--- src/rtl/ysyx_23060072_mem_arbiter.sv ---
// Two-master (fetch / load-store) arbiter onto one shared memory port.
// At most one transaction is in flight. A cycle counter forces an error completion if memory stalls.
module ysyx_23060072_mem_arbiter #(
    parameter int TIMEOUT_CYC = 255
) (
    input  logic        clk,
    input  logic        rst_n,

    input  logic        if_req_valid,
    input  logic [31:0] if_req_addr,
    output logic        if_req_ready,
    output logic        if_rsp_valid,
    output logic [31:0] if_rsp_data,
    output logic        if_rsp_err,

    input  logic        ls_req_valid,
    input  logic [31:0] ls_req_addr,
    input  logic        ls_req_wen,
    input  logic [31:0] ls_req_wdata,
    input  logic [3:0]  ls_req_wmask,
    output logic        ls_req_ready,
    output logic        ls_rsp_valid,
    output logic [31:0] ls_rsp_data,
    output logic        ls_rsp_err,

    output logic        mem_req_valid,
    output logic [31:0] mem_req_addr,
    output logic        mem_req_wen,
    output logic [31:0] mem_req_wdata,
    output logic [3:0]  mem_req_wmask,
    input  logic        mem_req_ready,
    input  logic        mem_rsp_valid,
    input  logic [31:0] mem_rsp_data
);

    typedef enum logic [1:0] {
        IDLE  = 2'd0,
        ISSUE = 2'd1,
        WAIT  = 2'd2
    } state_t;

    localparam logic        OWN_IF   = 1'b0;
    localparam logic        OWN_LS   = 1'b1;
    localparam logic [15:0] TO_LIMIT = 16'(TIMEOUT_CYC);

    state_t      state_q, state_d;
    logic        last_owner_q, last_owner_d;
    logic [15:0] cnt_q, cnt_d;
    logic [31:0] addr_q, addr_d;
    logic        wen_q, wen_d;
    logic [31:0] wdata_q, wdata_d;
    logic [3:0]  wmask_q, wmask_d;

    logic        if_rsp_valid_q, if_rsp_valid_d;
    logic        if_rsp_err_q, if_rsp_err_d;
    logic [31:0] if_rsp_data_q, if_rsp_data_d;
    logic        ls_rsp_valid_q, ls_rsp_valid_d;
    logic        ls_rsp_err_q, ls_rsp_err_d;
    logic [31:0] ls_rsp_data_q, ls_rsp_data_d;

    logic        grant_if, grant_ls;
    logic [15:0] cnt_inc;
    logic        timeout_hit;
    logic        rsp_fire;
    logic        rsp_err;
    logic [31:0] rsp_data;

    assign cnt_inc     = cnt_q + 16'd1;
    assign timeout_hit = (cnt_inc == TO_LIMIT);

    // Grants are gated by rst_n so the ready outputs also read 0 while reset is held.
    always_comb begin
        grant_if = 1'b0;
        grant_ls = 1'b0;
        if (state_q == IDLE && rst_n) begin
            if (if_req_valid && ls_req_valid) begin
                if (last_owner_q == OWN_IF) grant_ls = 1'b1;
                else                        grant_if = 1'b1;
            end else if (if_req_valid) begin
                grant_if = 1'b1;
            end else if (ls_req_valid) begin
                grant_ls = 1'b1;
            end
        end
    end

    always_comb begin
        state_d        = state_q;
        last_owner_d   = last_owner_q;
        cnt_d          = cnt_q;
        addr_d         = addr_q;
        wen_d          = wen_q;
        wdata_d        = wdata_q;
        wmask_d        = wmask_q;
        if_rsp_valid_d = 1'b0;
        if_rsp_err_d   = 1'b0;
        if_rsp_data_d  = if_rsp_data_q;
        ls_rsp_valid_d = 1'b0;
        ls_rsp_err_d   = 1'b0;
        ls_rsp_data_d  = ls_rsp_data_q;
        rsp_fire       = 1'b0;
        rsp_err        = 1'b0;
        rsp_data       = 32'h0;

        unique case (state_q)
            IDLE: begin
                if (grant_if || grant_ls) begin
                    state_d      = ISSUE;
                    last_owner_d = grant_ls ? OWN_LS : OWN_IF;
                    cnt_d        = 16'd0;
                    addr_d       = grant_ls ? ls_req_addr  : if_req_addr;
                    wen_d        = grant_ls & ls_req_wen;
                    wdata_d      = grant_ls ? ls_req_wdata : 32'h0;
                    wmask_d      = grant_ls ? ls_req_wmask : 4'h0;
                end
            end
            ISSUE: begin
                cnt_d = cnt_inc;
                // A response seen here, even alongside acceptance, is not ours yet.
                if (timeout_hit) begin
                    rsp_fire = 1'b1;
                    rsp_err  = 1'b1;
                    state_d  = IDLE;
                end else if (mem_req_ready) begin
                    state_d = WAIT;
                end
            end
            WAIT: begin
                cnt_d = cnt_inc;
                if (mem_rsp_valid) begin
                    rsp_fire = 1'b1;
                    rsp_data = mem_rsp_data;
                    state_d  = IDLE;
                end else if (timeout_hit) begin
                    rsp_fire = 1'b1;
                    rsp_err  = 1'b1;
                    state_d  = IDLE;
                end
            end
            default: state_d = IDLE;
        endcase

        if (rsp_fire) begin
            if (last_owner_q == OWN_LS) begin
                ls_rsp_valid_d = 1'b1;
                ls_rsp_err_d   = rsp_err;
                ls_rsp_data_d  = rsp_data;
            end else begin
                if_rsp_valid_d = 1'b1;
                if_rsp_err_d   = rsp_err;
                if_rsp_data_d  = rsp_data;
            end
        end
    end

    always_ff @(posedge clk or negedge rst_n) begin
        if (!rst_n) begin
            state_q        <= IDLE;
            last_owner_q   <= OWN_IF;
            cnt_q          <= 16'd0;
            addr_q         <= 32'h0;
            wen_q          <= 1'b0;
            wdata_q        <= 32'h0;
            wmask_q        <= 4'h0;
            if_rsp_valid_q <= 1'b0;
            if_rsp_err_q   <= 1'b0;
            if_rsp_data_q  <= 32'h0;
            ls_rsp_valid_q <= 1'b0;
            ls_rsp_err_q   <= 1'b0;
            ls_rsp_data_q  <= 32'h0;
        end else begin
            state_q        <= state_d;
            last_owner_q   <= last_owner_d;
            cnt_q          <= cnt_d;
            addr_q         <= addr_d;
            wen_q          <= wen_d;
            wdata_q        <= wdata_d;
            wmask_q        <= wmask_d;
            if_rsp_valid_q <= if_rsp_valid_d;
            if_rsp_err_q   <= if_rsp_err_d;
            if_rsp_data_q  <= if_rsp_data_d;
            ls_rsp_valid_q <= ls_rsp_valid_d;
            ls_rsp_err_q   <= ls_rsp_err_d;
            ls_rsp_data_q  <= ls_rsp_data_d;
        end
    end

    assign if_req_ready  = grant_if;
    assign ls_req_ready  = grant_ls;

    assign mem_req_valid = (state_q == ISSUE);
    assign mem_req_addr  = addr_q;
    assign mem_req_wen   = wen_q;
    assign mem_req_wdata = wdata_q;
    assign mem_req_wmask = wmask_q;

    assign if_rsp_valid  = if_rsp_valid_q;
    assign if_rsp_err    = if_rsp_err_q;
    assign if_rsp_data   = if_rsp_data_q;
    assign ls_rsp_valid  = ls_rsp_valid_q;
    assign ls_rsp_err    = ls_rsp_err_q;
    assign ls_rsp_data   = ls_rsp_data_q;

endmodule

--- config.mk ---
export PLATFORM = sky130hd
export DESIGN_NAME = ysyx_23060072_mem_arbiter
export DESIGN_NICKNAME = d
export VERILOG_FILES = /design/src/rtl/ysyx_23060072_mem_arbiter.sv
export SDC_FILE = /design/constraint.sdc
export NUM_CORES = 1
export LEC_CHECK = 0
export CAP_MARGIN = 20
export CORE_MARGIN = 1.5
export CORE_UTILIZATION = 44
export DETAILED_ROUTE_END_ITERATION = 8
export MAX_ROUTING_LAYER = met4
export PLACE_DENSITY = 0.8
export SYNTH_ARGS = -nofsm -noshare
export SYNTH_HDL_FRONTEND = slang
export SYNTH_SLANG_ARGS = --single-unit
--- constraint.sdc ---
create_clock -name clk -period 3.04 [get_ports clk]
set_input_delay 0.76 -clock clk [delete_from_list [all_inputs] [get_ports clk]]
set_output_delay 0.76 -clock clk [all_outputs]
set_load 0.005 [all_outputs]
==> run_summary.xml <==
<?xml version="1.0" encoding="UTF-8"?>
<metrics>
  <group name="outcome">
    <metric name="outcome" unit="">finished, final reports clean</metric>
  </group>
  <group name="setup_path">
    <metric name="critical_path_buf_inv_count" unit="">2</metric>
    <metric name="timing.setup.critical_path_class" unit="">reg2out</metric>
    <metric name="worst_ep_required_time" unit="ns">2.28</metric>
    <metric name="timing.critical_path.fanout_max" unit="">9</metric>
    <metric name="critical_path_arrival" unit="ns">2.19</metric>
    <metric name="critical_path_cell_by_cell" unit="">inv_1, ha_2, nand3_1, a21oi_4, clkdlybuf4s50_1</metric>
    <metric name="crit_path_start_kind" unit="">flop</metric>
    <metric name="max_stage_delay" unit="ns">0.52</metric>
    <metric name="crit_path_top_delay_cell" unit="">sky130_fd_sc_hd__clkdlybuf4s50_1</metric>
    <metric name="critPathTopFamily" unit="">buffers and inverters</metric>
    <metric name="endpoint_kind" unit="">output pin</metric>
  </group>
  <group name="sta">
    <metric name="final.setup.worst_slack" unit="ns">0.0943</metric>
    <metric name="finalHoldViolations" unit="">0</metric>
    <metric name="part_of_the_cycle_the_worst_path_needs" unit="">0.969</metric>
    <metric name="fin_skew" unit="ns">0.0123</metric>
    <metric name="fin_hold_ws" unit="ns">0.477</metric>
    <metric name="tns" unit="ns">0</metric>
    <metric name="timing.final.crit_period" unit="ns">2.95</metric>
    <metric name="max_clock_freq" unit="MHz">339</metric>
    <metric name="slew_headroom" unit="">0.361</metric>
    <metric name="worst-slew-pin-transition" unit="ns">0.955</metric>
    <metric name="final-max-slew-violation-count" unit="">0</metric>
    <metric name="finalSetupViolCount" unit="">0</metric>
  </group>
  <group name="clocking">
    <metric name="holdBufCountCts" unit="">0</metric>
    <metric name="cts_repair_resize_count" unit="">0</metric>
    <metric name="tritoncts" unit="">done</metric>
    <metric name="clockBufferDepth" unit="">2</metric>
    <metric name="postCtsSetupBuffers" unit="">0</metric>
    <metric name="tritoncts.num_buffers" unit="">17</metric>
    <metric name="worst_skew_pair.late_latency" unit="ns">0.42</metric>
    <metric name="root_buffer" unit="">sky130_fd_sc_hd__clkbuf_16</metric>
    <metric name="clk_pin_slew_worst_paths" unit="ns">0.06</metric>
    <metric name="htreeDepth" unit="">4</metric>
    <metric name="clock-sinks" unit="">156</metric>
  </group>
  <group name="yosys">
    <metric name="synth_cell_types" unit="">47</metric>
    <metric name="postSynthCellCount" unit="">678</metric>
    <metric name="post_synth_instance_area" unit="sq um">7290</metric>
    <metric name="ys_seq_area_frac" unit="">0.535</metric>
    <metric name="synth-edff-count" unit="">0</metric>
    <metric name="yosysWarningCount" unit="">0</metric>
    <metric name="async_set_or_reset_register_ratio_after_synthesis" unit="">1.00</metric>
    <metric name="synth_area_per_cell" unit="sq um">10.8</metric>
    <metric name="synth_area_leader_cell" unit="">sky130_fd_sc_hd__dfrtp_1</metric>
    <metric name="ys_dominant_reg_cell" unit="">sky130_fd_sc_hd__dfrtp_1</metric>
    <metric name="mappedNetlistNets" unit="">822</metric>
    <metric name="synthesis_stage_register_bit_count" unit="">156</metric>
    <metric name="synth.top_cells.by_area" unit="">sky130_fd_sc_hd__dfrtp_1 54%, sky130_fd_sc_hd__a32oi_1 7.8%, sky130_fd_sc_hd__o21ai_0 5.5%, sky130_fd_sc_hd__o21ai_2 4.8%, sky130_fd_sc_hd__a22o_1 4.6%</metric>
    <metric name="synth_top_area_share" unit="">0.535</metric>
  </group>
  <group name="place">
    <metric name="globalplace.congestion" unit="">0.857</metric>
    <metric name="worst_setup_timing_slack_at_the_placement_stage" unit="ns">0.148</metric>
    <metric name="hpwlAfterDp" unit="um">15300</metric>
    <metric name="port-buffer-count" unit="">278</metric>
  </group>
  <group name="route">
    <metric name="detail_route.first_pass.iterations" unit="">5</metric>
    <metric name="postRouteWirelength" unit="um">22200</metric>
    <metric name="post-route-drc-count" unit="">0</metric>
    <metric name="routed_via_density" unit="">5.53</metric>
    <metric name="drt.antenna.violating_nets" unit="">0</metric>
    <metric name="detailedRoute.firstIterationViolations" unit="">447</metric>
    <metric name="detailroute.via_count" unit="">6463</metric>
    <metric name="detail_route.wl_per_cell" unit="um">19.0</metric>
  </group>
  <group name="layout">
    <metric name="layout.filler_cells" unit="">1216</metric>
    <metric name="register_area" unit="sq um">3900</metric>
    <metric name="finalNetCount" unit="">1084</metric>
    <metric name="antenna-diode-count" unit="">0</metric>
    <metric name="drive_above_1_share" unit="">0.107</metric>
    <metric name="multi_input_area" unit="sq um">2890</metric>
    <metric name="syn2layout_area_growth" unit="%">49.0</metric>
  </group>
  <group name="floorplanning">
    <metric name="effective_utilization_at_floorplan" unit="">0.454</metric>
    <metric name="die_w" unit="um">132</metric>
    <metric name="die_h" unit="um">132</metric>
    <metric name="die_area" unit="sq um">17400</metric>
    <metric name="rows" unit="">46</metric>
    <metric name="floorplan.io_pins" unit="">279</metric>
    <metric name="placeableCoreArea" unit="sq um">16100</metric>
  </group>
  <group name="global_routing">
    <metric name="grt_max_degree" unit="">157</metric>
    <metric name="global_route_wire_length_before_repair" unit="um">34700</metric>
    <metric name="grt_use_total" unit="">0.264</metric>
    <metric name="grt_antenna_before_repair" unit="">0</metric>
    <metric name="grt_pass1_vias" unit="">6344</metric>
    <metric name="globalRouteOverflowTotal" unit="">0</metric>
  </group>
  <group name="power_and_ir_drop">
    <metric name="power-per-cell-area" unit="nW/um^2">818</metric>
    <metric name="p_total" unit="W">0.00889</metric>
    <metric name="cellLeakagePower" unit="nW">4.78</metric>
    <metric name="maximum_vdd_ir_drop" unit="mV">0.561</metric>
  </group>
  <group name="run">
    <metric name="cap_violations" unit="">0</metric>
  </group>
  <group name="hold_path">
    <metric name="min-delay-path-class" unit="">reg2reg</metric>
  </group>
</metrics>
## area by class of cell
type                       count  share of cell area
inverter                      71              0.0245
clock buffer                  24              0.0452
sequential                   156               0.359
multi-input combinational    400               0.266
tap                          216              0.0249
clock inverter                 8             0.00748
timing repair buffer         294               0.273
## cells in the mapped netlist, types with 2 or more instances
| cell type | number |
|---|---|
| sky130_fd_sc_hd__nand4_2 | 2 |
| sky130_fd_sc_hd__nand2_1 | 53 |
| sky130_fd_sc_hd__or2_2 | 2 |
| sky130_fd_sc_hd__o21ai_0 | 80 |
| sky130_fd_sc_hd__and3_1 | 2 |
| sky130_fd_sc_hd__xnor2_1 | 2 |
| sky130_fd_sc_hd__nor4b_1 | 2 |
| sky130_fd_sc_hd__ha_1 | 5 |
| sky130_fd_sc_hd__buf_12 | 5 |
| sky130_fd_sc_hd__nand4_1 | 6 |
| sky130_fd_sc_hd__and2_1 | 2 |
| sky130_fd_sc_hd__and4_1 | 2 |
| sky130_fd_sc_hd__o211ai_1 | 3 |
| sky130_fd_sc_hd__mux2i_1 | 33 |
| sky130_fd_sc_hd__clkbuf_1 | 42 |
| sky130_fd_sc_hd__inv_1 | 71 |
| sky130_fd_sc_hd__o21a_1 | 2 |
| sky130_fd_sc_hd__o21ai_1 | 2 |
| sky130_fd_sc_hd__nor3b_1 | 2 |
| sky130_fd_sc_hd__nand3_1 | 10 |
| sky130_fd_sc_hd__a21o_1 | 3 |
| sky130_fd_sc_hd__a22o_1 | 38 |
| sky130_fd_sc_hd__o21ai_2 | 40 |
| sky130_fd_sc_hd__dfrtp_1 | 156 |
| sky130_fd_sc_hd__nor2_1 | 8 |
| sky130_fd_sc_hd__a31oi_1 | 3 |
| sky130_fd_sc_hd__a32oi_1 | 65 |
| sky130_fd_sc_hd__buf_2 | 4 |
| sky130_fd_sc_hd__nor2b_1 | 5 |
| sky130_fd_sc_hd__a21oi_1 | 9 |
| sky130_fd_sc_hd__o31ai_1 | 3 |
## sequential cells by signal (all words and copies together) (netlist names), 2 cells and up
name           flops
if_rsp_data       32
ls_rsp_data       32
cnt_q             16
mem_req_wmask      4
mem_req_wdata     32
mem_req_addr      32
state_q            2
## through the flow
| stage | area (sq um) | utilization | cells |
|---|---|---|---|
| 2_1_floorplan | 7290 | - | 678 |
| 3_3_place_gp | 10300 | 0.641 | 1137 |
| 3_5_place_dp | 10300 | 0.641 | 1137 |
| 4_1_cts | 10900 | 0.677 | 1169 |
| 5_1_grt | 10900 | 0.677 | 1169 |
| 6_report | 10900 | 0.677 | 1169 |
## final timing paths
check | start | to | slack, ns | depth (start not counted)
max | state_q[0]$_DFFE_PN0P_ | ls_req_ready | 0.09 | 5
min in group asynchronous | rst_n | if_rsp_data[17]$_DFFE_PN0P_ | 0.56 | 2
max reg2reg | cnt_q[0]$_DFFE_PN0P_ | ls_rsp_data[9]$_DFFE_PN0P_ | 0.29 | 8
min | mem_req_addr[14]$_DFFE_PN0P_ | mem_req_addr[14]$_DFFE_PN0P_ | 0.48 | 2
min reg2reg | mem_req_addr[14]$_DFFE_PN0P_ | mem_req_addr[14]$_DFFE_PN0P_ | 0.48 | 2
max in group asynchronous | rst_n | mem_req_addr[28]$_DFFE_PN0P_ | 1.91 | 2
## cells in the final DEF (no fill, tap or decap), drive strengths merged, types with 8 or more instances in the layout
| cell type | instances |
|---|---|
| mux2i | 33 |
| a32oi | 65 |
| buf | 17 |
| inv | 73 |
| a21oi | 9 |
| nand3 | 10 |
| nand2 | 53 |
| nor2 | 8 |
| o21ai | 122 |
| clkdlybuf4s50 | 277 |
| a22o | 38 |
| dfrtp | 156 |
| nand4 | 9 |
| clkbuf | 24 |
## power by group
group | leakage, nW | switching (W) | internal (W)
Sequential | 1.76 | 0.000389 | 0.00262
Combinational | 2.75 | 0.00195 | 0.00187
Clock | 0.277 | 0.000848 | 0.00122
## worst register-to-register path: cells and delay by family, from the launching register on
family / cells / cell delay (ns)
simple gates: 3 / 0.97
flops: 1 / 0.49
compound gates: 2 / 0.39
fa+ha+maj: 1 / 0.30
buf+inv: 1 / 0.25
xor+xnor: 1 / 0.21
## cells by family (layout without fill, tap and decap cells)
logic type	after synthesis	after routing	share of synthesized area
AOI/OAI and AO/OA	255	255	0.260
xor gates and xnor gates	2	2	0.00240
adders and majority gates	5	5	0.00858
buffers and inverters	122	397	0.0746
DFF	156	156	0.535
muxes	33	33	0.0453
and+or+nand+nor	105	105	0.0741
## routing by layer
metal	vias to the layer above	global-route usage	share of wire	wire length (um)
met5	-	-	0	0
met4	0	0.102	0.030	665
met3	40	0.0711	0.077	1710
met2	305	0.420	0.49	10900
met1	3115	0.322	0.40	8920
li1	3003	-	-	-
Note: power is estimated with default switching activity, not from simulation.
